## src/rtl/rr_tag_tree_pkg.sv

```systemverilog
// Shared definitions for the round-robin tag tree: width helper, delay
// configuration encodings and the rule deciding which node depths are registered.
package rr_tag_tree_pkg;

    typedef enum int unsigned {
        DELAY_COMB = 0,
        DELAY_ODD  = 1,
        DELAY_ALL  = 2
    } delay_conf_e;

    // Ceiling log2, never below 1 so a single-leaf tree still has a 1-bit tag.
    function automatic int unsigned clog2(input int unsigned value);
        int unsigned r;
        r = 0;
        for (int unsigned i = 0; i < 32; i++) begin
            if ((32'd1 << i) < value) r = i + 1;
        end
        return (r == 0) ? 1 : r;
    endfunction

    function automatic bit node_registered(input int unsigned conf, input int unsigned depth);
        case (conf)
            DELAY_ODD: return depth[0];
            DELAY_ALL: return 1'b1;
            default:   return 1'b0;
        endcase
    endfunction

endpackage

```

## src/rtl/rr_tag_tree_node.sv

```systemverilog
// Two-input arbitration node: child selection, round-robin pointer,
// optional output register and ack steering back to the chosen child.
module rr_tree_node
    import rr_tag_tree_pkg::*;
#(
    parameter int unsigned TAG_SZ       = 2,
    parameter bit          ENABLE_DELAY = 1'b0,
    parameter bit          FAIR         = 1'b1
)(
    input  logic              i_clk,
    input  logic              i_rst_n,
    input  logic              i_l_rdy,
    input  logic [TAG_SZ-1:0] i_l_tag,
    output logic              o_l_ack,
    input  logic              i_r_rdy,
    input  logic [TAG_SZ-1:0] i_r_tag,
    output logic              o_r_ack,
    output logic              o_rdy,
    output logic [TAG_SZ-1:0] o_tag,
    input  logic              i_ack
);

    logic              w_sel_l;
    logic              w_take;
    logic [TAG_SZ-1:0] w_sel_tag;
    logic              r_ptr;   // 0 prefers the left child on a tie

    assign w_sel_l   = i_l_rdy & (~i_r_rdy | ~FAIR | ~r_ptr);
    assign w_sel_tag = w_sel_l ? i_l_tag : i_r_tag;
    assign o_l_ack   = w_take & w_sel_l;
    assign o_r_ack   = w_take & i_r_rdy & ~w_sel_l;

    always_ff @(posedge i_clk or negedge i_rst_n) begin
        if (!i_rst_n) begin
            r_ptr <= 1'b0;
        end else if (FAIR && w_take && i_l_rdy && i_r_rdy) begin
            r_ptr <= ~r_ptr;
        end
    end

    generate
        if (ENABLE_DELAY) begin : g_reg
            logic              r_valid;
            logic [TAG_SZ-1:0] r_tag;

            // An empty or draining register accepts a new child every cycle.
            assign w_take = ~r_valid | i_ack;
            assign o_rdy  = r_valid;
            assign o_tag  = r_tag;

            always_ff @(posedge i_clk or negedge i_rst_n) begin
                if (!i_rst_n) begin
                    r_valid <= 1'b0;
                    r_tag   <= '0;
                end else if (w_take) begin
                    r_valid <= i_l_rdy | i_r_rdy;
                    r_tag   <= w_sel_tag;
                end
            end
        end else begin : g_comb
            assign w_take = i_ack & (i_l_rdy | i_r_rdy);
            assign o_rdy  = i_l_rdy | i_r_rdy;
            assign o_tag  = w_sel_tag;
        end
    endgenerate

endmodule

```

## src/rtl/rr_tag_tree.sv

```systemverilog
// Heap of two-input round-robin nodes arbitrating N leaf requesters down to
// one tag/ready/ack handshake at the root.
module rr_tag_tree
    import rr_tag_tree_pkg::*;
#(
    parameter int unsigned N           = 4,
    parameter int unsigned TAG_SZ      = clog2(N),
    parameter int unsigned DELAY_CONF  = 1,
    parameter int unsigned FAIR        = 1,
    parameter int unsigned CUSTOM_TAGS = 0
)(
    input  logic                  clk,
    input  logic                  rst,
    output logic [TAG_SZ-1:0]     tag,
    output logic                  rdy,
    input  logic                  ack,
    input  logic [N-1:0]          rdy_in,
    output logic [N-1:0]          ack_out,
    input  logic [N*TAG_SZ-1:0]   custom_tags
);

    logic [TAG_SZ-1:0] w_leaf_tag [N];

    generate
        if (CUSTOM_TAGS != 0) begin : g_ctag
            for (genvar j = 0; j < N; j++) begin : g_leaf
                assign w_leaf_tag[j] = custom_tags[TAG_SZ*(j+1)-1 -: TAG_SZ];
            end
        end else begin : g_itag
            logic w_unused_tags;
            assign w_unused_tags = ^custom_tags;
            for (genvar j = 0; j < N; j++) begin : g_leaf
                assign w_leaf_tag[j] = TAG_SZ'(j);
            end
        end

        if (N == 1) begin : g_single
            logic w_unused_clk;
            assign w_unused_clk = clk;
            assign tag          = w_leaf_tag[0];
            assign rdy          = rdy_in[0];
            assign ack_out[0]   = ack & rdy_in[0] & rst;
        end else begin : g_tree
            // Each slot lives in its own generate scope so the tree is not one
            // self-referencing array; children and parents are reached by index.
            for (genvar k = 0; k < N - 1; k++) begin : g_node
                localparam int unsigned DEPTH = clog2(N - k);
                logic              w_l_rdy, w_r_rdy, w_o_rdy;
                logic              w_ack_in, w_l_ack, w_r_ack;
                logic [TAG_SZ-1:0] w_l_tag, w_r_tag, w_o_tag;

                if (2*k < N) begin : g_l_leaf
                    assign w_l_rdy = rdy_in[2*k];
                    assign w_l_tag = w_leaf_tag[2*k];
                end else begin : g_l_node
                    assign w_l_rdy = g_node[2*k-N].w_o_rdy;
                    assign w_l_tag = g_node[2*k-N].w_o_tag;
                end

                if (2*k + 1 < N) begin : g_r_leaf
                    assign w_r_rdy = rdy_in[2*k+1];
                    assign w_r_tag = w_leaf_tag[2*k+1];
                end else begin : g_r_node
                    assign w_r_rdy = g_node[2*k+1-N].w_o_rdy;
                    assign w_r_tag = g_node[2*k+1-N].w_o_tag;
                end

                if (k == N - 2) begin : g_root_ack
                    assign w_ack_in = ack;
                end else if ((N + k) % 2 == 0) begin : g_ack_l
                    assign w_ack_in = g_node[(N+k)/2].w_l_ack;
                end else begin : g_ack_r
                    assign w_ack_in = g_node[(N+k)/2].w_r_ack;
                end

                rr_tree_node #(
                    .TAG_SZ       (TAG_SZ),
                    .ENABLE_DELAY (node_registered(DELAY_CONF, DEPTH)),
                    .FAIR         (FAIR != 0)
                ) u_node (
                    .i_clk   (clk),
                    .i_rst_n (rst),
                    .i_l_rdy (w_l_rdy),
                    .i_l_tag (w_l_tag),
                    .o_l_ack (w_l_ack),
                    .i_r_rdy (w_r_rdy),
                    .i_r_tag (w_r_tag),
                    .o_r_ack (w_r_ack),
                    .o_rdy   (w_o_rdy),
                    .o_tag   (w_o_tag),
                    .i_ack   (w_ack_in)
                );
            end

            assign tag = g_node[N-2].w_o_tag;
            assign rdy = g_node[N-2].w_o_rdy;

            for (genvar j = 0; j < N; j++) begin : g_grant
                if (j % 2 == 0) begin : g_even
                    assign ack_out[j] = rst & g_node[j/2].w_l_ack;
                end else begin : g_odd
                    assign ack_out[j] = rst & g_node[j/2].w_r_ack;
                end
            end
        end
    endgenerate

endmodule

```

## config.mk

```make
export PLATFORM = sky130hd
export DESIGN_NAME = rr_tag_tree
export DESIGN_NICKNAME = d
export VERILOG_FILES = /design/src/rtl/rr_tag_tree_pkg.sv /design/src/rtl/rr_tag_tree_node.sv /design/src/rtl/rr_tag_tree.sv
export SDC_FILE = /design/constraint.sdc
export NUM_CORES = 1
export LEC_CHECK = 0
export BUFFER_PORTS_ARGS = -buffer_cell sky130_fd_sc_hd__buf_4
export CAP_MARGIN = 25
export CORE_AREA = 2 2 39 41
export CTS_BUF_LIST = sky130_fd_sc_hd__clkbuf_4 sky130_fd_sc_hd__clkbuf_8
export DETAILED_ROUTE_END_ITERATION = 16
export DIE_AREA = 0 0 41 43
export PLACE_DENSITY = 0.68
export SLEW_MARGIN = 20
export SYNTH_ARGS = -nofsm -noshare
export SYNTH_HDL_FRONTEND = slang
export SYNTH_HIERARCHICAL = 1
export SYNTH_SLANG_ARGS = --single-unit
export TNS_END_PERCENT = 1
```

## constraint.sdc

```tcl
create_clock -name clk -period 1.4 [get_ports clk]
set_clock_uncertainty 0.1 [all_clocks]
set_input_delay 0.21 -clock clk [delete_from_list [all_inputs] [get_ports clk]]
set_output_delay 0.21 -clock clk [all_outputs]
set_load 0.03 [all_outputs]
```

# ---- Word level (Yosys, flattened, before mapping)
# Cells that the tools add are included.
dict set report op_classes {
  reduce_logical 6
  n_bitwise 35
  muxes 3
}
# operator count
set op_table {}
lappend op_table {{1-bit bitwise AND} 18}
lappend op_table {{1-bit inverter} 10}
lappend op_table {{1-bit bitwise OR} 7}
lappend op_table {{1-bit logical AND} 6}
lappend op_table {{1-bit two-way mux} 2}
lappend op_table {{2-bit two-way mux} 1}
dict set report totals {
  wordCells 49
  reg_bits 6
}

# ---- Longest topological paths before layout
dict set report logic_depth {
  depth_word 10
  depth_mapped 6
}

# ---- Modules after synthesis
# Netlist, hierarchy kept.
# mod seq_area_each_um2 cells_per_inst n_inst area_per_inst_um2
set by_module_without_submodules {}
lappend by_module_without_submodules {{rr_tree_node (g_tree.g_node[0].u_node ...)} 25.0 12 2 100.1}
lappend by_module_without_submodules {{rr_tree_node (g_tree.g_node[2].u_node)} 100.1 18 1 197.7}
lappend by_module_without_submodules {rr_tag_tree 0.0 6 1 32.5}

# ---- Worst setup path before layout
# No wires, ideal clock.
dict set report synth_path {
  kind {flip-flop to output port}
  startpoint {register g_tree.g_node[2].u_node.g_reg.r_valid}
  endpoint {output ack_out[2]}
  arrival_time_ps 1321
  required_ps 1090
  path_stages_with_launch 6
  slack_ps -231
  n_path_buf 0
  path_cell_list {dfrtp_1 -> nand2b_1 -> and3_2 -> nand2_1 -> a21oi_1 -> and2_1}
}
dict set report synth_between {
  elab_chain_cells 7
}
# item line
set synth_rtl {}
lappend synth_rtl {{from (decl)} rr_tag_tree_node.sv:43} ;# logic r_valid;
lappend synth_rtl {{from (signal assigned)} rr_tag_tree_node.sv:56} ;# r_valid <= i_l_rdy | i_r_rdy;
lappend synth_rtl {{1-bit inverter} rr_tag_tree_node.sv:47} ;# assign w_take = ~r_valid | i_ack;
lappend synth_rtl {{1-bit bitwise OR} rr_tag_tree_node.sv:47}
lappend synth_rtl {{1-bit bitwise AND (2 in series)} rr_tag_tree_node.sv:31} ;# assign o_r_ack = w_take & i_r_rdy & ~w_sel_l;
lappend synth_rtl {{named net g_tree.g_node[1].w_ack_in} rr_tag_tree.sv:49} ;# logic w_ack_in, w_l_ack, w_r_ack;
lappend synth_rtl {{1-bit bitwise AND} rr_tag_tree_node.sv:61} ;# assign w_take = i_ack & (i_l_rdy | i_r_rdy);
lappend synth_rtl {{1-bit bitwise AND} rr_tag_tree_node.sv:30} ;# assign o_l_ack = w_take & w_sel_l;
lappend synth_rtl {{named net g_tree.g_node[1].w_l_ack} rr_tag_tree.sv:49}
lappend synth_rtl {{1-bit bitwise AND} rr_tag_tree.sv:100} ;# assign ack_out[j] = rst & g_node[j/2].w_l_ack;
lappend synth_rtl {{to (decl)} rr_tag_tree.sv:18} ;# output logic [N-1:0] ack_out,
# The timed path passes the listed nets, and every way through them passes these cells.

# ---- Final worst setup path
dict set report layout_path {
  startpoint {register g_tree.g_node[2].u_node.r_ptr}
  endpoint {output ack_out[1]}
}
dict set report layout_between {
  elab_chain_cells 8
}
# item line
set layout_rtl {}
lappend layout_rtl {{from (decl)} rr_tag_tree_node.sv:26} ;# logic r_ptr;
lappend layout_rtl {{from (signal assigned)} rr_tag_tree_node.sv:37} ;# r_ptr <= ~r_ptr;
lappend layout_rtl {{1-bit inverter} rr_tag_tree_node.sv:28} ;# assign w_sel_l = i_l_rdy & (~i_r_rdy | ~FAIR | ~r_ptr);
lappend layout_rtl {{1-bit bitwise OR} rr_tag_tree_node.sv:28}
lappend layout_rtl {{1-bit bitwise AND} rr_tag_tree_node.sv:28}
lappend layout_rtl {{1-bit bitwise AND} rr_tag_tree_node.sv:30}
lappend layout_rtl {{named net g_tree.g_node[0].w_ack_in} rr_tag_tree.sv:49}
lappend layout_rtl {{1-bit bitwise AND} rr_tag_tree_node.sv:61}
lappend layout_rtl {{1-bit bitwise AND (2 in series)} rr_tag_tree_node.sv:31}
lappend layout_rtl {{named net g_tree.g_node[0].w_r_ack} rr_tag_tree.sv:49}
lappend layout_rtl {{1-bit bitwise AND} rr_tag_tree.sv:102} ;# assign ack_out[j] = rst & g_node[j/2].w_r_ack;
# The timed path passes the listed nets, and every way through them passes these cells.

==> metrics.txt <==
Max-Cap Viols 0; worst path bufs/invs 1; HPWL after DPL 769 um; final core utilization 56.2%; Final min period 1.75 ns; maximum fanout along the worst path 3; critical-path cell list a21bo_4 > nor2_4 > nand2_1 > a21oi_2 > and2_4 > buf_6; most common cell after layout, fill and taps aside buf_4; gr ovfl total 0; DRT iter0 DRCs 2; sequential-to-total area share from yosys stat 34.9%; Via density 4.44; Mean Syn Cell Area 8.97 um2; final setup violation count 4; top sig layer met3; post-synth top area share 34.9%; initial core utilization 31.1%; H-tree levels 1; critical path class register to primary output; ant diodes 0; layout cell share with drive strength beyond 1 55.3%; Worst VDD drop 0.678 mV; detailed-route via count 448; CP delay by family, top flip-flops; IO buf count 13; CP Launch Type register; WL met3 46 um; Met2 Wirelength 570 um; core area 0.00138 mm2; Clk Latency, worst-skew pair 0.25 ns; Met1 Wirelength 480 um; fin nets 101; clock transition at the registers of the reported paths 0.06 ns; number of CTS-inserted buffers 3; RSZ-0062 raised after global routing true; worst hold path class input port to register; routability cong. 0.725; CP max stage cell dfrtp_1; Max Buffers Root-to-Sink 2; final hold vios 0; Final Worst Setup Slack -0.352 ns; delay of the slowest critical-path stage 0.39 ns; top cells by area, synth dfrtp_1, mux2_1, a21oi_1; Fmax 571 MHz; Synth async-reset ratio 100%; most frequent cells in the layout buf_4, conb_1, dfrtp_1; Routed Antenna Nets 0; Yosys reg bits 6; setup tns final -1.27 ns; failing checks negative setup slack; clk sinks 6; Total GRT Usage 14.3%; PwrDens 1230 mW/mm2; routed wire length 1100 um; Area Overhead vs Synth 80.8%; initial antenna violation count 0; DRC 0; first drt pass iteration count 2; Crit path required time 1.09 ns; Post-synth top flop dfrtp_1; DP Cell Count 96; mean routed wirelength per cell 10.9 um; Lkg Pwr 0.000376 uW; pin count of the biggest net entering global routing 7; # fillers 128; first-pass GRT wire length 1670 um; Max Slew Vio Count 0; vias in the first global route 401; area leader, netlist dfrtp_1; Distinct cells, synth 18; Post-Syn Area 430 um2; Die W 41 um; std cell rows 14; CTS tree done; crit path capture type primary output; die footprint 0.00176 mm2; I/O Pins 22; Post-CTS Setup Repair Bufs 0; number of synthesized flops with an enable pin 0; Ys Warns 6; Cells after Synth 48; crit share post-route 125%; status finished, violations left; final std cells w/o fill 101; Die H 43 um; Clock Tree Root clkbuf_4; worst path arrival time 1.44 ns
-- cell families after synthesis --
kind of cell	Yosys count	synth area share [%]
XOR/XNOR	3	6.11
AND/OR/NAND/NOR	20	24.4
buffers and inverters	2	1.74
AO/OA/AOI/OAI	9	16.0
other	2	1.74
flip-flops	6	34.9
multiplexers	6	15.1
-- state kept, by name, summed over array words and instances, names as in the netlist --
| register | cells |
|---|---|
| g_tree.g_node.u_node/o_rdy | 1 |
| g_tree.g_node.u_node/r_ptr | 3 |
| g_tree.g_node.u_node/o_tag | 2 |
-- stage by stage --
stage,total power [uW],cell area [um2],hold WS [ns],setup WS (ns)
final,959,778,0.267,-0.352
after global routing,1020,778,0.278,-0.391
after CTS,951,762,0.268,-0.338
after detailed placement,714,689,-0.0605,-0.332
after global placement,705,689,-0.0615,-0.312
after floorplan,517,474,-0.186,-0.0919
-- per-layer routing --
layer / global-route usage (%) / up-vias
li1: - / 227
met1: 18.5 / 207
met2: 20.9 / 14
met5: 0 / -
met3: 4.71 / 0
met4: 6.00 / 0
-- tightest hold or removal path, stage by stage --
cell,delay [ns]
buf_4,0.08
or2_1,0.11
buf_4,0.11
or3_1,0.09
-- layout make-up --
cell class | count | area [um2] | area share [%]
Sequential cell | 6 | 151 | 19.5
Tap cell | 16 | 20.0 | 2.57
Multi-Input combinational cell | 46 | 349 | 44.9
Inverter | 2 | 7.51 | 0.965
Clock buffer | 4 | 30.0 | 3.86
Timing Repair Buffer | 27 | 220 | 28.3
-- cells in the mapped netlist (2+ instances only) --
cell,instances
or2_1,2
xnor2_1,3
and2_1,4
inv_1,2
mux2i_1,2
a21boi_2,2
nand2_1,4
dfrtp_1,6
nor2_1,3
a21oi_1,6
nand3_1,3
conb_1,2
mux2_1,4
-- path summary, 6_finish.rpt --
path | from | to | slack, ns | cells past startpoint
worst max-delay path | g_tree.g_node[2].u_node/r_ptr | ack_out[1] | -0.35 | 6
worst min-delay path | rdy_in[0] | g_tree.g_node[2].u_node/o_rdy | 0.27 | 4
worst max register to register | g_tree.g_node[1].u_node/r_ptr | g_tree.g_node[2].u_node/o_tag[0] | 0.08 | 4
worst min register to register | g_tree.g_node[2].u_node/o_tag[0] | g_tree.g_node[2].u_node/o_tag[0] | 0.44 | 2
max in group asynchronous | rst | g_tree.g_node[2].u_node/o_rdy | 0.63 | 2
min in group asynchronous | rst | g_tree.g_node[2].u_node/r_ptr | 0.31 | 2
-- power breakdown --
part / internal (uW) / switching, uW
registers: 234 / 40.0
logic: 260 / 220
clock network: 128 / 76.7
total: 622 / 337
-- what timing repair did --
| item | 4_1_cts | 5_1_grt |
|---|---|---|
| pin swaps | 7 | 1 |
| gates resized for setup | 9 | 4 |
| hold buffers | 1 | 0 |
| endpoints found under the hold margin | 6 | 0 |
| setup endpoints to repair | 4 | 5 |
Power figures use the tool's default switching activity.
